**src/rtl/pool2d_stream.sv**
```systemverilog
// Streaming KxK (stride K) max/average pooling behind the conv engine; keeps one row of partial windows.
// Optional fused ReLU on the pooled value when POOL_RELU_EN is defined.
module pool2d_stream #(
    parameter int DATA_W = 16,
    parameter int K      = 2,
    parameter int IMG_W  = 8,
    parameter int IMG_H  = 8,
    localparam int OW     = IMG_W / K,
    localparam int OH     = IMG_H / K,
    localparam int IDX_W  = $clog2(K * K),
    localparam int ADDR_W = (OW * OH > 1) ? $clog2(OW * OH) : 1
) (
    input  logic                     clk,
    input  logic                     reset,
    input  logic                     mode,
    input  logic                     in_valid,
    output logic                     in_ready,
    input  logic signed [DATA_W-1:0] in_data,
    output logic                     out_valid,
    input  logic                     out_ready,
    output logic signed [DATA_W-1:0] out_data,
    output logic [IDX_W-1:0]         out_idx,
    output logic [ADDR_W-1:0]        out_addr,
    output logic                     done
);

    localparam int LK    = $clog2(K);
    localparam int CW    = $clog2(IMG_W);
    localparam int RW    = $clog2(IMG_H);
    localparam int SW    = (OW > 1) ? $clog2(OW) : 1;
    localparam int SUM_W = DATA_W + IDX_W;
    localparam int NOUT  = OW * OH;

    // Window mean: arithmetic shift floors toward -inf, then truncate to pixel width.
    function automatic logic signed [DATA_W-1:0] f_avg(input logic signed [SUM_W-1:0] s);
        return DATA_W'(s >>> IDX_W);
    endfunction

    function automatic logic signed [DATA_W-1:0] f_relu(input logic signed [DATA_W-1:0] v);
        return v[DATA_W-1] ? '0 : v;
    endfunction

    logic [CW-1:0]              r_col;
    logic [RW-1:0]              r_row;
    logic                       r_mode;
    logic [ADDR_W-1:0]          r_addr_cnt;
    logic signed [DATA_W-1:0]   r_max [OW];
    logic [IDX_W-1:0]           r_idx [OW];
    logic signed [SUM_W-1:0]    r_sum [OW];

    logic                       r_vld_p1;
    logic signed [DATA_W-1:0]   r_data_p1;
    logic [IDX_W-1:0]           r_idx_p1;
    logic [ADDR_W-1:0]          r_addr_p1;
    logic                       r_last_p1;

    logic                       w_in_ready;
    logic                       w_accept;
    logic [IDX_W-1:0]           w_pos;
    logic [SW-1:0]              w_slot;
    logic                       w_first_pos;
    logic                       w_last_pos;
    logic                       w_col_end;
    logic                       w_row_end;
    logic                       w_frame_first;
    logic                       w_mode;
    logic                       w_gt;
    logic signed [SUM_W-1:0]    w_ext;
    logic signed [SUM_W-1:0]    w_fsum;
    logic signed [DATA_W-1:0]   w_fmax;
    logic [IDX_W-1:0]           w_fidx;
    logic signed [DATA_W-1:0]   w_pooled;
    logic signed [DATA_W-1:0]   w_result;

    assign w_in_ready    = !(r_vld_p1 && !out_ready);
    assign w_accept      = in_valid && w_in_ready;
    assign w_pos         = {r_row[LK-1:0], r_col[LK-1:0]};
    assign w_slot        = SW'(r_col >> LK);
    assign w_first_pos   = (w_pos == '0);
    assign w_last_pos    = &w_pos;
    assign w_col_end     = (r_col == CW'(IMG_W - 1));
    assign w_row_end     = (r_row == RW'(IMG_H - 1));
    assign w_frame_first = (r_row == '0) && (r_col == '0);
    assign w_mode        = w_frame_first ? mode : r_mode;

    assign w_gt   = in_data > r_max[w_slot];
    assign w_ext  = {{IDX_W{in_data[DATA_W-1]}}, in_data};
    assign w_fsum = r_sum[w_slot] + w_ext;
    assign w_fmax = w_gt ? in_data : r_max[w_slot];
    assign w_fidx = w_gt ? w_pos : r_idx[w_slot];

    assign w_pooled = w_mode ? f_avg(w_fsum) : w_fmax;
`ifdef POOL_RELU_EN
    assign w_result = f_relu(w_pooled);
`else
    assign w_result = w_pooled;
`endif

    // Stage p0: per-slot partial window state, overwritten on each window's first pixel.
    always_ff @(posedge clk) begin
        if (w_accept) begin
            if (w_first_pos) begin
                r_max[w_slot] <= in_data;
                r_idx[w_slot] <= '0;
                r_sum[w_slot] <= w_ext;
            end else begin
                r_max[w_slot] <= w_fmax;
                r_idx[w_slot] <= w_fidx;
                r_sum[w_slot] <= w_fsum;
            end
        end
    end

    // Stage p1: raster counters, frame mode latch and the registered result.
    always_ff @(posedge clk) begin
        if (reset) begin
            r_col      <= '0;
            r_row      <= '0;
            r_mode     <= 1'b0;
            r_addr_cnt <= '0;
            r_vld_p1   <= 1'b0;
            r_data_p1  <= '0;
            r_idx_p1   <= '0;
            r_addr_p1  <= '0;
            r_last_p1  <= 1'b0;
        end else begin
            if (w_accept) begin
                r_col <= w_col_end ? '0 : r_col + 1'b1;
                if (w_col_end) begin
                    r_row <= w_row_end ? '0 : r_row + 1'b1;
                end
                if (w_frame_first) begin
                    r_mode <= mode;
                end
            end
            // Windows complete in output raster order, so a running count gives the address.
            if (w_accept && w_last_pos) begin
                r_vld_p1   <= 1'b1;
                r_data_p1  <= w_result;
                r_idx_p1   <= w_mode ? '0 : w_fidx;
                r_addr_p1  <= r_addr_cnt;
                r_last_p1  <= (r_addr_cnt == ADDR_W'(NOUT - 1));
                r_addr_cnt <= (r_addr_cnt == ADDR_W'(NOUT - 1)) ? '0 : r_addr_cnt + 1'b1;
            end else if (out_ready) begin
                r_vld_p1 <= 1'b0;
            end
        end
    end

    assign in_ready  = w_in_ready;
    assign out_valid = r_vld_p1;
    assign out_data  = r_data_p1;
    assign out_idx   = r_idx_p1;
    assign out_addr  = r_addr_p1;
    assign done      = r_vld_p1 && out_ready && r_last_p1;

endmodule
```
**config.mk**
```make
export PLATFORM = sky130hd
export DESIGN_NAME = pool2d_stream
export DESIGN_NICKNAME = d
export VERILOG_FILES = /design/src/rtl/pool2d_stream.sv
export SDC_FILE = /design/constraint.sdc
export NUM_CORES = 1
export LEC_CHECK = 0
export ABC_AREA = 1
export ABC_CLOCK_PERIOD_IN_PS = 4200
export CORE_UTILIZATION = 54
export CTS_CLUSTER_SIZE = 40
export DETAILED_ROUTE_END_ITERATION = 8
export MAX_ROUTING_LAYER = met4
export PLACE_DENSITY_LB_ADDON = 0.15
export SKIP_LAST_GASP = 1
export SYNTH_ARGS = -nofsm -noshare
export SYNTH_HDL_FRONTEND = slang
export SYNTH_SLANG_ARGS = --single-unit
```
**constraint.sdc**
```tcl
create_clock -name clk -period 4.2 [get_ports clk]
set_input_delay 0.84 -clock clk [delete_from_list [all_inputs] [get_ports clk]]
set_output_delay 0.84 -clock clk [all_outputs]
set_load 0.1 [all_outputs]
```
==> results summary <==
The final number of hold-violating endpoints came to 0. The critical path class is flop to flop. In this run the clock root is driven by a sky130_fd_sc_hd__clkbuf_16. The routed via count is just under 7000. The total routed wirelength is around 22 mm.

Setup repair after global routing left no endpoint under its margin. The number of H-tree levels came out at 4. The average wire per cell in the routed design is about 18 um. In this design, the stage delay of the slowest critical-path cell is between 400 and 500 ps. After global routing the overflow that remains totals 0.

The worst voltage drop across the vdd grid is about 0.00033 V. The largest net degree at the start of global routing came out at 45. The cell area that synthesis handed to floorplanning was about 8900 um^2.

From left edge to right edge, the die measures between 100 and 150 um. The transition time at the pin with the least slew margin came out at roughly 1000 ps. The floorplan step set the die height to approximately 130 um.

The number of diodes added for antenna fixing came out at 0. The worst setup path is launched from a flop. TritonCTS built the clock tree. The area growth from synthesis to layout is 15.2%. Synthesis produced a netlist whose cell count is ~930.

The number of antenna violations at the first check in global routing came out at 0. The number of cells traversed by the worst register-to-register path came out at 11. The count of final max-slew check failures is 0. The clock buffer count from CTS came out at 17. The worst setup slack for register-to-register paths is 540 ps. The headroom to the max-slew limit came out at 31.2%. The iteration count of the initial detailed-routing pass is 6. The number of buffers and inverters on the critical path came out at 3. The area inside the core boundary is about 16000 um^2. The setup skew after layout is ~11 ps.

The fraction of synthesis flops using an asynchronous set or reset pin is 0%. Among all flip-flop cells after synthesis, the most frequent one is sky130_fd_sc_hd__edfxtp_1. The HPWL after detailed placement is 14.5 mm.

In this run the critical register-to-register path is captured at r_max[3][10]. The number of flops mapped to enable cells by yosys came out at around 140. The detail route stage leaves a number of antenna-violating nets equal to 0.

The utilization after layout is between 60 and 70%. In this run the power density over the cells is about 440 nW/um^2. The number of cells on the worst hold path is 2.

The number of fill cells is roughly 1400. Of all cell types, the one taking the most synthesized area is sky130_fd_sc_hd__edfxtp_1. The tree built by TritonCTS fans out to about 180 sinks.

Counting I/O delays and the setup requirement, the final critical path takes about 3700 ps. The overall power of the completed layout is approximately 4.5 mW. The maximum net fanout on the critical path is 25. The portion of the clock cycle consumed by the worst path in the final layout is slightly below 90%. For this run, the number of Yosys warnings is 0. sky130_fd_sc_hd__nand2_1 is the most common cell in the netlist. By count the netlist is led by sky130_fd_sc_hd__nand2_1 (212), sky130_fd_sc_hd__edfxtp_1 (144), sky130_fd_sc_hd__o21ai_0 (90). The static leakage power is around 4.1 nW. The most numerous cell type found on the critical path is sky130_fd_sc_hd__nand4_1.

The number of cells on the critical path came out at 11. By area the synthesized netlist is led by sky130_fd_sc_hd__edfxtp_1 (49%), sky130_fd_sc_hd__nand2_1 (9.0%), sky130_fd_sc_hd__dfxtp_1 (8.3%). The number of gates resized after CTS was 0. Global routing used roughly 28% of the available tracks. In this run the count of I/O pins placed on the die edge is between 40 and 50. The tightest hold margin is between 400 and 500 ps. The layout cell share with drive strength beyond 1 is around 7.6%. The fraction of post-synthesis cell area in the top cell type by area is 48.7%. The residual DRC count is 0. The worst setup path is captured at a flop. The startpoint identified for the worst hold timing path is r_last_p1. The timing endpoint of the critical path is r_max[3][10]. The weighted congestion at the end of routability-driven global placement came out at 0.943.

Buffers inserted to repair hold after CTS numbered 0. The first global-routing pass estimated 33.6 mm of wire. The worst-skew pair later-pin latency is 440 ps. The floorplan die area came out at 17000 um^2.

The worst min-delay path category is flop to flop. No sink is reached through more buffers than the 2 on the longest clock path. The number of distinct library cells after synthesis came out at 39. The flow ran to the end, and the final reports show no timing, DRC or antenna violations. The net count after synthesis came out at ~990. Setup violations remaining at the end of the flow were counted as 0. The arrival time at the worst endpoint came out at 3840 ps.

The clock transition time at the flip-flop clock pins of the worst setup and hold paths is around 70 ps. Using the TritonRoute via totals, the vias-per-cell ratio works out to between 5 and 6. The largest individual stage delay along the critical path comes from the cell sky130_fd_sc_hd__clkinv_1. Grouping stages by cell kind, the critical path spends the most delay in buffers and inverters. The initial cell density of the core is between 50% and 60%. The share of synthesized area occupied by flip-flops and latches is roughly 57%. The max capacitance violation total came out at 0. The signal on the critical path passes through clkinv_1, buf_12, a32o_1, ha_1, nand4_1, nor3_2, nand3_2, buf_4, nand4_1, nand2_1, o21ai_0.

The count of port buffers added during placement came out at between 40 and 50. The number of standard-cell rows in the floorplan came out at 46. The timing-limited maximum frequency is about 270 MHz. The average cell area after synthesis is about 9.6 um^2.

The number of global-route vias before repair came out at 6415. The total of flip-flops plus latches after synthesis came out at approximately 180. The count of buffers added by post-CTS timing repair for setup is 0. The DRC marker count from the first detailed-route iteration came out at 531.

The required time of the critical path is 4380 ps. The layout net count came out at around 1000.
==> placed cells by master (no fill, tap or decap), types with 2 or more instances in the layout <==
cell type	n
sky130_fd_sc_hd__o21bai_1	2
sky130_fd_sc_hd__nand3_2	2
sky130_fd_sc_hd__clkbuf_16	19
sky130_fd_sc_hd__clkinv_4	3
sky130_fd_sc_hd__nor2_1	76
sky130_fd_sc_hd__o22ai_1	17
sky130_fd_sc_hd__inv_2	3
sky130_fd_sc_hd__nor3_1	6
sky130_fd_sc_hd__inv_6	4
sky130_fd_sc_hd__nand2_2	2
sky130_fd_sc_hd__inv_8	2
sky130_fd_sc_hd__o21ai_0	90
sky130_fd_sc_hd__o31ai_1	2
sky130_fd_sc_hd__a21o_1	2
sky130_fd_sc_hd__nand2_1	212
sky130_fd_sc_hd__inv_1	76
sky130_fd_sc_hd__nor3_2	5
sky130_fd_sc_hd__clkdlybuf4s50_1	43
sky130_fd_sc_hd__inv_4	4
sky130_fd_sc_hd__nand4_1	21
sky130_fd_sc_hd__edfxtp_1	144
sky130_fd_sc_hd__nand3b_1	3
sky130_fd_sc_hd__dfxtp_1	36
sky130_fd_sc_hd__a21oi_1	64
sky130_fd_sc_hd__o21ai_1	4
sky130_fd_sc_hd__buf_4	24
sky130_fd_sc_hd__ha_1	40
sky130_fd_sc_hd__xnor2_1	3
sky130_fd_sc_hd__xor2_1	8
sky130_fd_sc_hd__nand3_1	42
sky130_fd_sc_hd__a32o_1	16
==> where the power goes <==
group | leakage, nW | switching [mW] | internal (mW)
combinational | 2.18 | 0.630 | 0.296
clock | 0.294 | 0.702 | 0.846
sequential | 1.63 | 0.0198 | 2.04
==> how the worst min path moves through the flow <==
stage / to / slack (ps)
2_1_floorplan: r_last_p1 / 440
3_3_place_gp: r_last_p1 / 450
3_5_place_dp: out_addr[2] / 460
4_1_cts: out_idx[1] / 470
5_1_grt: out_addr[2] / 490
6_report: r_last_p1 / 460
==> state kept, by name, indices dropped and copies added (netlist names), named ones only <==
| signal | count |
|---|---|
| r_idx | 8 |
| out_addr | 4 |
| out_valid | 1 |
| r_last_p1 | 1 |
| out_idx | 2 |
| r_mode | 1 |
| r_max | 64 |
| r_addr_cnt | 4 |
| out_data | 16 |
| r_sum | 72 |
| r_col | 3 |
| r_row | 3 |
==> through the flow <==
step | cells | instance area [um^2] | worst slack, ps | TNS (ps)
6_report | 1204 | 10200 | 535 | 0
4_1_cts | 1204 | 10200 | 566 | 0
3_3_place_gp | 1172 | 9650 | 598 | 0
2_1_floorplan | 926 | 8880 | -296 | -42640
5_1_grt | 1204 | 10200 | 254 | 0
3_5_place_dp | 1172 | 9650 | 588 | 0
==> logic make-up (layout without fill, tap and decap cells) <==
| logic type | after synthesis | in the layout | share of synthesized area (%) |
|---|---|---|---|
| adder cells (fa/ha/maj) | 41 | 41 | 5.86 |
| buffers and inverters | 119 | 181 | 5.32 |
| AO/OA/AOI/OAI | 201 | 201 | 12.7 |
| flip-flops | 181 | 181 | 57.0 |
| AND/OR/NAND/NOR | 373 | 373 | 18.0 |
| XOR/XNOR | 11 | 11 | 1.08 |
==> final cells by class <==
cell class / count / area [um^2] / share of cell area [%]
clock buffers: 19 / 475 / 4.65
clock inverters: 13 / 108 / 1.05
inverters: 81 / 307 / 3.00
multi-input cells: 626 / 3380 / 33.0
flip-flops and latches: 181 / 5070 / 49.5
well taps: 216 / 270 / 2.64
repair buffers: 68 / 631 / 6.16
==> metal layers <==
layer	GRT usage (%)	wire, um	up-vias
met5	-	0	-
met4	9.37	362	0
met3	4.67	1210	34
met2	43.8	10200	207
met1	36.4	9750	3217
li1	-	-	3336
==> tightest hold or removal path, delay by kind of cell (launching register included) <==
family / cells / cell delay (ps)
flip-flops: 1 / 310
AND/OR/NAND/NOR: 1 / 60
AO/OA/AOI/OAI: 1 / 50
(Power assumes the default switching activity.)
